$ cat src/rtl/ctrl_pkg.sv
// Shared definitions for the multicycle control sequencer:
// FSM states, instruction classes, opcodes and immediate formats.
package ctrl_pkg;

    typedef enum logic [2:0] {
        FETCH  = 3'd0,
        DECODE = 3'd1,
        EXEC   = 3'd2,
        MEM    = 3'd3,
        WB     = 3'd4,
        HALT   = 3'd5
    } state_e;

    typedef enum logic [2:0] {
        CLS_ALU  = 3'd0,
        CLS_LD   = 3'd1,
        CLS_ST   = 3'd2,
        CLS_BR   = 3'd3,
        CLS_HALT = 3'd4,
        CLS_ILL  = 3'd5
    } cls_e;

    localparam logic [6:0] OP_R  = 7'b0110011;
    localparam logic [6:0] OP_I  = 7'b0010011;
    localparam logic [6:0] OP_LD = 7'b0000011;
    localparam logic [6:0] OP_ST = 7'b0100011;
    localparam logic [6:0] OP_BR = 7'b1100011;

    localparam logic [1:0] IMM_I = 2'b00;
    localparam logic [1:0] IMM_S = 2'b01;
    localparam logic [1:0] IMM_B = 2'b10;

    localparam logic [31:0] EBREAK = 32'h0010_0073;

endpackage

$ cat src/rtl/ctrl_decode.sv
// Combinational instruction decode: static datapath controls plus the
// instruction class that steers the sequencer.
module ctrl_decode
    import ctrl_pkg::*;
#(
    parameter int HALT_ON_ZERO = 1
) (
    input  logic [31:0] ir,
    output logic [1:0]  imms,
    output logic        alusrc,
    output logic [2:0]  aluop,
    output logic        sub,
    output logic        mtr,
    output cls_e        cls
);

    logic [2:0] funct3;
    assign funct3 = ir[14:12];

    always_comb begin
        imms   = '0;
        alusrc = 1'b0;
        aluop  = '0;
        sub    = 1'b0;
        mtr    = 1'b1;
        cls    = CLS_ILL;
        case (ir[6:0])
            OP_R: begin
                aluop = funct3;
                sub   = ir[30];
                cls   = CLS_ALU;
            end
            OP_I: begin
                alusrc = 1'b1;
                imms   = IMM_I;
                aluop  = funct3;
                sub    = (funct3 == 3'b101) && ir[30];
                cls    = CLS_ALU;
            end
            OP_LD: begin
                alusrc = 1'b1;
                imms   = IMM_I;
                mtr    = 1'b0;
                cls    = CLS_LD;
            end
            OP_ST: begin
                alusrc = 1'b1;
                imms   = IMM_S;
                cls    = CLS_ST;
            end
            OP_BR: begin
                imms = IMM_B;
                sub  = 1'b1;
                cls  = CLS_BR;
            end
            default: ;
        endcase
        // Halt words override whatever the opcode field decoded to.
        if (((HALT_ON_ZERO != 0) && (ir == '0)) || (ir == EBREAK)) begin
            cls = CLS_HALT;
        end
    end

endmodule

$ cat src/rtl/multicycle_ctrl.sv
// Multicycle control sequencer: latches the instruction, steps the FSM and
// emits one-cycle PC / memory / register-file enables for a clk-retimed datapath.
module multicycle_ctrl
    import ctrl_pkg::*;
#(
    parameter int CNT_W        = 8,
    parameter int HALT_ON_ZERO = 1
) (
    input  logic             clk,
    input  logic             reset,
    input  logic [31:0]      I,
    input  logic             Z,
    input  logic             N,
    input  logic             Cout,
    output logic             pc_we,
    output logic             MRW,
    output logic             rf_we,
    output logic [1:0]       IMMs,
    output logic             ALUsrc,
    output logic [2:0]       ALUop,
    output logic             sub,
    output logic             PCsrc,
    output logic             MTR,
    output logic [31:0]      ir,
    output logic [2:0]       state,
    output logic             illegal,
    output logic             halted,
    output logic [CNT_W-1:0] retired
);

    state_e           state_q, state_d;
    logic [31:0]      ir_q, ir_d;
    logic [CNT_W-1:0] retired_q, retired_d;
    cls_e             cls;
    logic             br_taken;
    logic             unused_cout;

    assign unused_cout = Cout;

    ctrl_decode #(.HALT_ON_ZERO(HALT_ON_ZERO)) u_decode (
        .ir     (ir_q),
        .imms   (IMMs),
        .alusrc (ALUsrc),
        .aluop  (ALUop),
        .sub    (sub),
        .mtr    (MTR),
        .cls    (cls)
    );

    always_ff @(posedge clk or posedge reset) begin
        if (reset) begin
            state_q   <= FETCH;
            ir_q      <= '0;
            retired_q <= '0;
        end else begin
            state_q   <= state_d;
            ir_q      <= ir_d;
            retired_q <= retired_d;
        end
    end

    always_comb begin
        state_d = state_q;
        case (state_q)
            FETCH:  state_d = DECODE;
            DECODE: begin
                if (cls == CLS_HALT)     state_d = HALT;
                else if (cls == CLS_ILL) state_d = FETCH;
                else                     state_d = EXEC;
            end
            EXEC: begin
                if (cls == CLS_BR)                         state_d = FETCH;
                else if ((cls == CLS_LD) || (cls == CLS_ST)) state_d = MEM;
                else                                       state_d = WB;
            end
            MEM:     state_d = (cls == CLS_LD) ? WB : FETCH;
            WB:      state_d = FETCH;
            HALT:    state_d = HALT;
            default: state_d = FETCH;
        endcase
    end

    // Branch resolves from the flags the datapath presents during EXEC.
    always_comb begin
        case (ir_q[14:12])
            3'b000:  br_taken = Z;
            3'b001:  br_taken = !Z;
            3'b100:  br_taken = N;
            3'b101:  br_taken = !N;
            default: br_taken = 1'b0;
        endcase
    end

    always_comb begin
        pc_we   = 1'b0;
        MRW     = 1'b0;
        rf_we   = 1'b0;
        PCsrc   = 1'b0;
        illegal = 1'b0;
        halted  = 1'b0;
        case (state_q)
            DECODE: begin
                if (cls == CLS_ILL) begin
                    illegal = 1'b1;
                    pc_we   = 1'b1;
                end
            end
            EXEC: begin
                if (cls == CLS_BR) begin
                    pc_we = 1'b1;
                    PCsrc = br_taken;
                end
            end
            MEM: begin
                if (cls == CLS_ST) begin
                    MRW   = 1'b1;
                    pc_we = 1'b1;
                end
            end
            WB: begin
                rf_we = 1'b1;
                pc_we = 1'b1;
            end
            HALT:    halted = 1'b1;
            default: ;
        endcase
    end

    always_comb begin
        ir_d      = (state_q == FETCH) ? I : ir_q;
        retired_d = (pc_we && !illegal) ? retired_q + CNT_W'(1) : retired_q;
    end

    assign ir      = ir_q;
    assign state   = state_q;
    assign retired = retired_q;

endmodule

$ cat config.mk
export PLATFORM = sky130hd
export DESIGN_NAME = multicycle_ctrl
export DESIGN_NICKNAME = d
export VERILOG_FILES = /design/src/rtl/ctrl_pkg.sv /design/src/rtl/ctrl_decode.sv /design/src/rtl/multicycle_ctrl.sv
export SDC_FILE = /design/constraint.sdc
export NUM_CORES = 1
export LEC_CHECK = 0
export CORE_ASPECT_RATIO = 1.4
export CORE_UTILIZATION = 45
export CTS_CLUSTER_SIZE = 30
export DETAILED_ROUTE_END_ITERATION = 12
export PLACE_DENSITY = 0.93
export SLEW_MARGIN = 20
export SYNTH_ARGS = -nofsm -noshare
export SYNTH_HDL_FRONTEND = slang
export SYNTH_HIERARCHICAL = 1
export SYNTH_SLANG_ARGS = --single-unit
$ cat constraint.sdc
create_clock -name clk -period 5.82 [get_ports clk]
set_clock_uncertainty 0.2 [all_clocks]
set_input_delay 1.746 -clock clk [delete_from_list [all_inputs] [get_ports clk]]
set_output_delay 1.746 -clock clk [all_outputs]
set_load 0.02 [all_outputs]
==> impl_metrics.ini <==
[global_route]
use_met1_pct = 24.6
grt_max_degree = 44
grt_pass1_wl_mm = 8.41
gr-total-overflow = 0
antenna_found_initial = 0
gr-usage-met3_pct = 6.39
grt_pass1_vias = 1776
grt_usage_pct = 22.5
grtUsageMet2_pct = 39.6
top_usage_layer = met2

[die]
design.core.area_um2 = 4500
fp.dieW_um = 59.7
rows = 29
die_h_um = 82.8
dieArea_um2 = 4950
io_pins = 94
start_util_pct = 46.7

[synth]
synth_flop_cell = dfrtp_1
ys_async_sr_fraction_pct = 100
synth_seq_area_share_pct = 51.3
synth_seq_cells = 43
synth_edf_count = 0
syn_nets = 214
synth_cell_types = 40
postSynthAreaPerCell_um2 = 11.9
yosysWarnings = 6
synth_area_um2 = 2100
syn_inst = 176

[critical_path]
worstReg2RegEnd = retired[5]$_DFFE_PP0P_
r2r_slack_ns = 2.96
critPathRequiredTime_ns = 3.87
cp_max_fo = 1
startpoint = N
endpoint_kind = primary output
crit_arrival_ns = 3.36
rr_startpoint = ir[6]$_DFFE_PP0N_
path_class = in -> out
startpoint_type = primary input
reg2reg_depth = 8

[timing]
rsz0062_at_grt = false
slew_violations = 0
worst_slew_pin_slew_ns = 0.686
setup_viol = 0
relSlewSlack_pct = 54.0
period_needed_ns = 5.31
fmax_ghz = 0.188
fin_crit_sh_pct = 91.2
hold_violations = 0
hold_slack_ns = 0.277
tns_ns = 0

[drt]
ant_nets = 0
vias = 1823
drc_errors = 0
finalWirelength_mm = 5.23
viasPerCell = 5.47
drtPass1Iterations = 4
wl_per_cell_um = 15.7
drtIter0Drc = 66

[clock_network]
cts.hold.buffers_added = 0
cts_max_path_buffers = 2
cts_tree = built
clk_latency_ns = 0.30
root_buffer = clkbuf_8
cts.repair.resized = 0
cts_max_level = 2
clkSlewWorstSetupHoldPaths_ns = 0.08
cts_num_sinks = 43
numCtsBuffers = 5
postCtsSetupRepairBufs = 0

[cells_and_area]
final_layout_size_suffix_gt1_share_pct = 13.7
final_nets = 308
final_cell_area_um2 = 3200
multi_input_area_um2 = 976
register_area_um2 = 1080
area_delta_synth_final_pct = 52.5
num-fill-cells = 361
antenna_cells = 0

[run_status]
outcome = completed

[place]
place_congestion = 0.866
io_buffers = 92
dpl_cell_area_um2 = 3080
place_hpwl_mm = 3.86

[min_path]
hp-class = reg -> reg
holdPathEnd = retired[7]$_DFFE_PP0P_
holdPathStages = 1
hp-start = retired[7]$_DFFE_PP0P_

[flow_run]
maxCapViolations = 0

[pwr]
p_per_area_nw_per_um2 = 566
p_leak_nw = 1.31
vdd_drop_max_v = 0.000291
==> cell families (layout without fill, tap and decap cells) <==
family | after synthesis | after routing | share of synthesized area, %
multiplexers | 35 | 35 | 18.7
flip-flops | 43 | 43 | 51.3
AND/OR/NAND/NOR | 52 | 52 | 14.8
buffers and inverters | 12 | 107 | 2.50
AO/OA/AOI/OAI | 23 | 23 | 7.99
XOR/XNOR | 10 | 10 | 4.17
adder cells (fa/ha/maj) | 1 | 1 | 0.596
==> cell type report <==
type / count / area share [%]
inverters: 5 / 0.586
well taps: 62 / 2.42
multi-input cells: 121 / 30.5
repair buffers: 94 / 29.2
flip-flops and latches: 43 / 33.6
clock inverters: 2 / 1.09
clock buffers: 6 / 2.58
==> layout by cell type (no fill, tap or decap), types with 2 or more instances in the layout <==
cell             Yosys  final
o22ai_1              2      2
nand3b_1             2      2
nor2_1               9      9
nand2_1              7      7
and3_1               4      4
clkbuf_8             0      6
a21oi_1              8      8
nor4_1               7      7
dfrtp_1             43     43
o2111ai_1            2      2
nor2b_1              2      2
mux2_1              14     14
and4_1               2      2
xor2_1               8      8
clkdlybuf4s50_1      0     92
inv_1                5      4
buf_4                0      2
nor3_1               5      4
o21ai_1              3      3
a211oi_2             2      2
xnor2_1              2      2
mux2_2              20     20
nand3_1              4      4
==> metal layers <==
metal | vias up | wire, µm
li1 | 828 | -
met3 | 12 | 396
met5 | - | 0
met4 | 0 | 112
met2 | 88 | 2880
met1 | 895 | 1840
==> state kept, by name, indices dropped and copies added (netlist names) <==
| signal | count |
|---|---|
| retired | 8 |
| state | 3 |
| ir | 32 |
==> power breakdown <==
group          switching, W  leakage (nW)  internal [W]  total, W
clock              0.000100        0.0612      0.000139  0.000239
combinational      0.000472         0.726      0.000501  0.000973
sequential         0.000167         0.520      0.000434  0.000601
total              0.000739          1.31       0.00107   0.00181
==> through the flow <==
| step | worst slack, ns | utilization [%] | std cells | total power [W] |
|---|---|---|---|---|
| after floorplan | 1.21 | - | 176 | 0.00115 |
| after global placement | 0.572 | 68.5 | 325 | 0.00155 |
| after detailed placement | 0.515 | 68.5 | 325 | 0.00158 |
| after CTS | 0.506 | 71.2 | 333 | 0.00183 |
| final | 0.511 | 71.2 | 333 | 0.00181 |
| after global routing | 0.467 | 71.2 | 333 | 0.00191 |
==> worst max-delay path: stages <==
cell             delay (ns)
clkdlybuf4s50_1        0.46
mux2i_1                0.08
xor2_1                 0.16
nor4_1                 0.26
clkdlybuf4s50_1        0.66
==> worst max-delay path by stage <==
stage,cells after the start,slack [ns],to
final,5,0.51,PCsrc
after global routing,5,0.47,PCsrc
after CTS,5,0.51,PCsrc
after detailed placement,5,0.52,PCsrc
after global placement,5,0.57,PCsrc
after floorplan,3,1.21,PCsrc
==> synth_stat cells (2+ instances only) <==
library cell / n / share of area [%]
nor4_1: 7 / 2.1
o2111ai_1: 2 / 0.83
xnor2_1: 2 / 0.83
nor3_1: 5 / 1.2
nor2_1: 9 / 1.6
a211oi_2: 2 / 1.2
inv_1: 5 / 0.89
mux2_2: 20 / 11
nor2b_1: 2 / 0.60
nand2_1: 7 / 1.3
and4_1: 2 / 0.83
a21oi_1: 8 / 1.9
o21ai_1: 3 / 0.71
nand3b_1: 2 / 0.71
mux2_1: 14 / 7.5
xor2_1: 8 / 3.3
buf_2: 6 / 1.4
nand3_1: 4 / 0.95
and3_1: 4 / 1.2
o22ai_1: 2 / 0.60
dfrtp_1: 43 / 51
No activity file was read; power rests on OpenSTA's default activity.
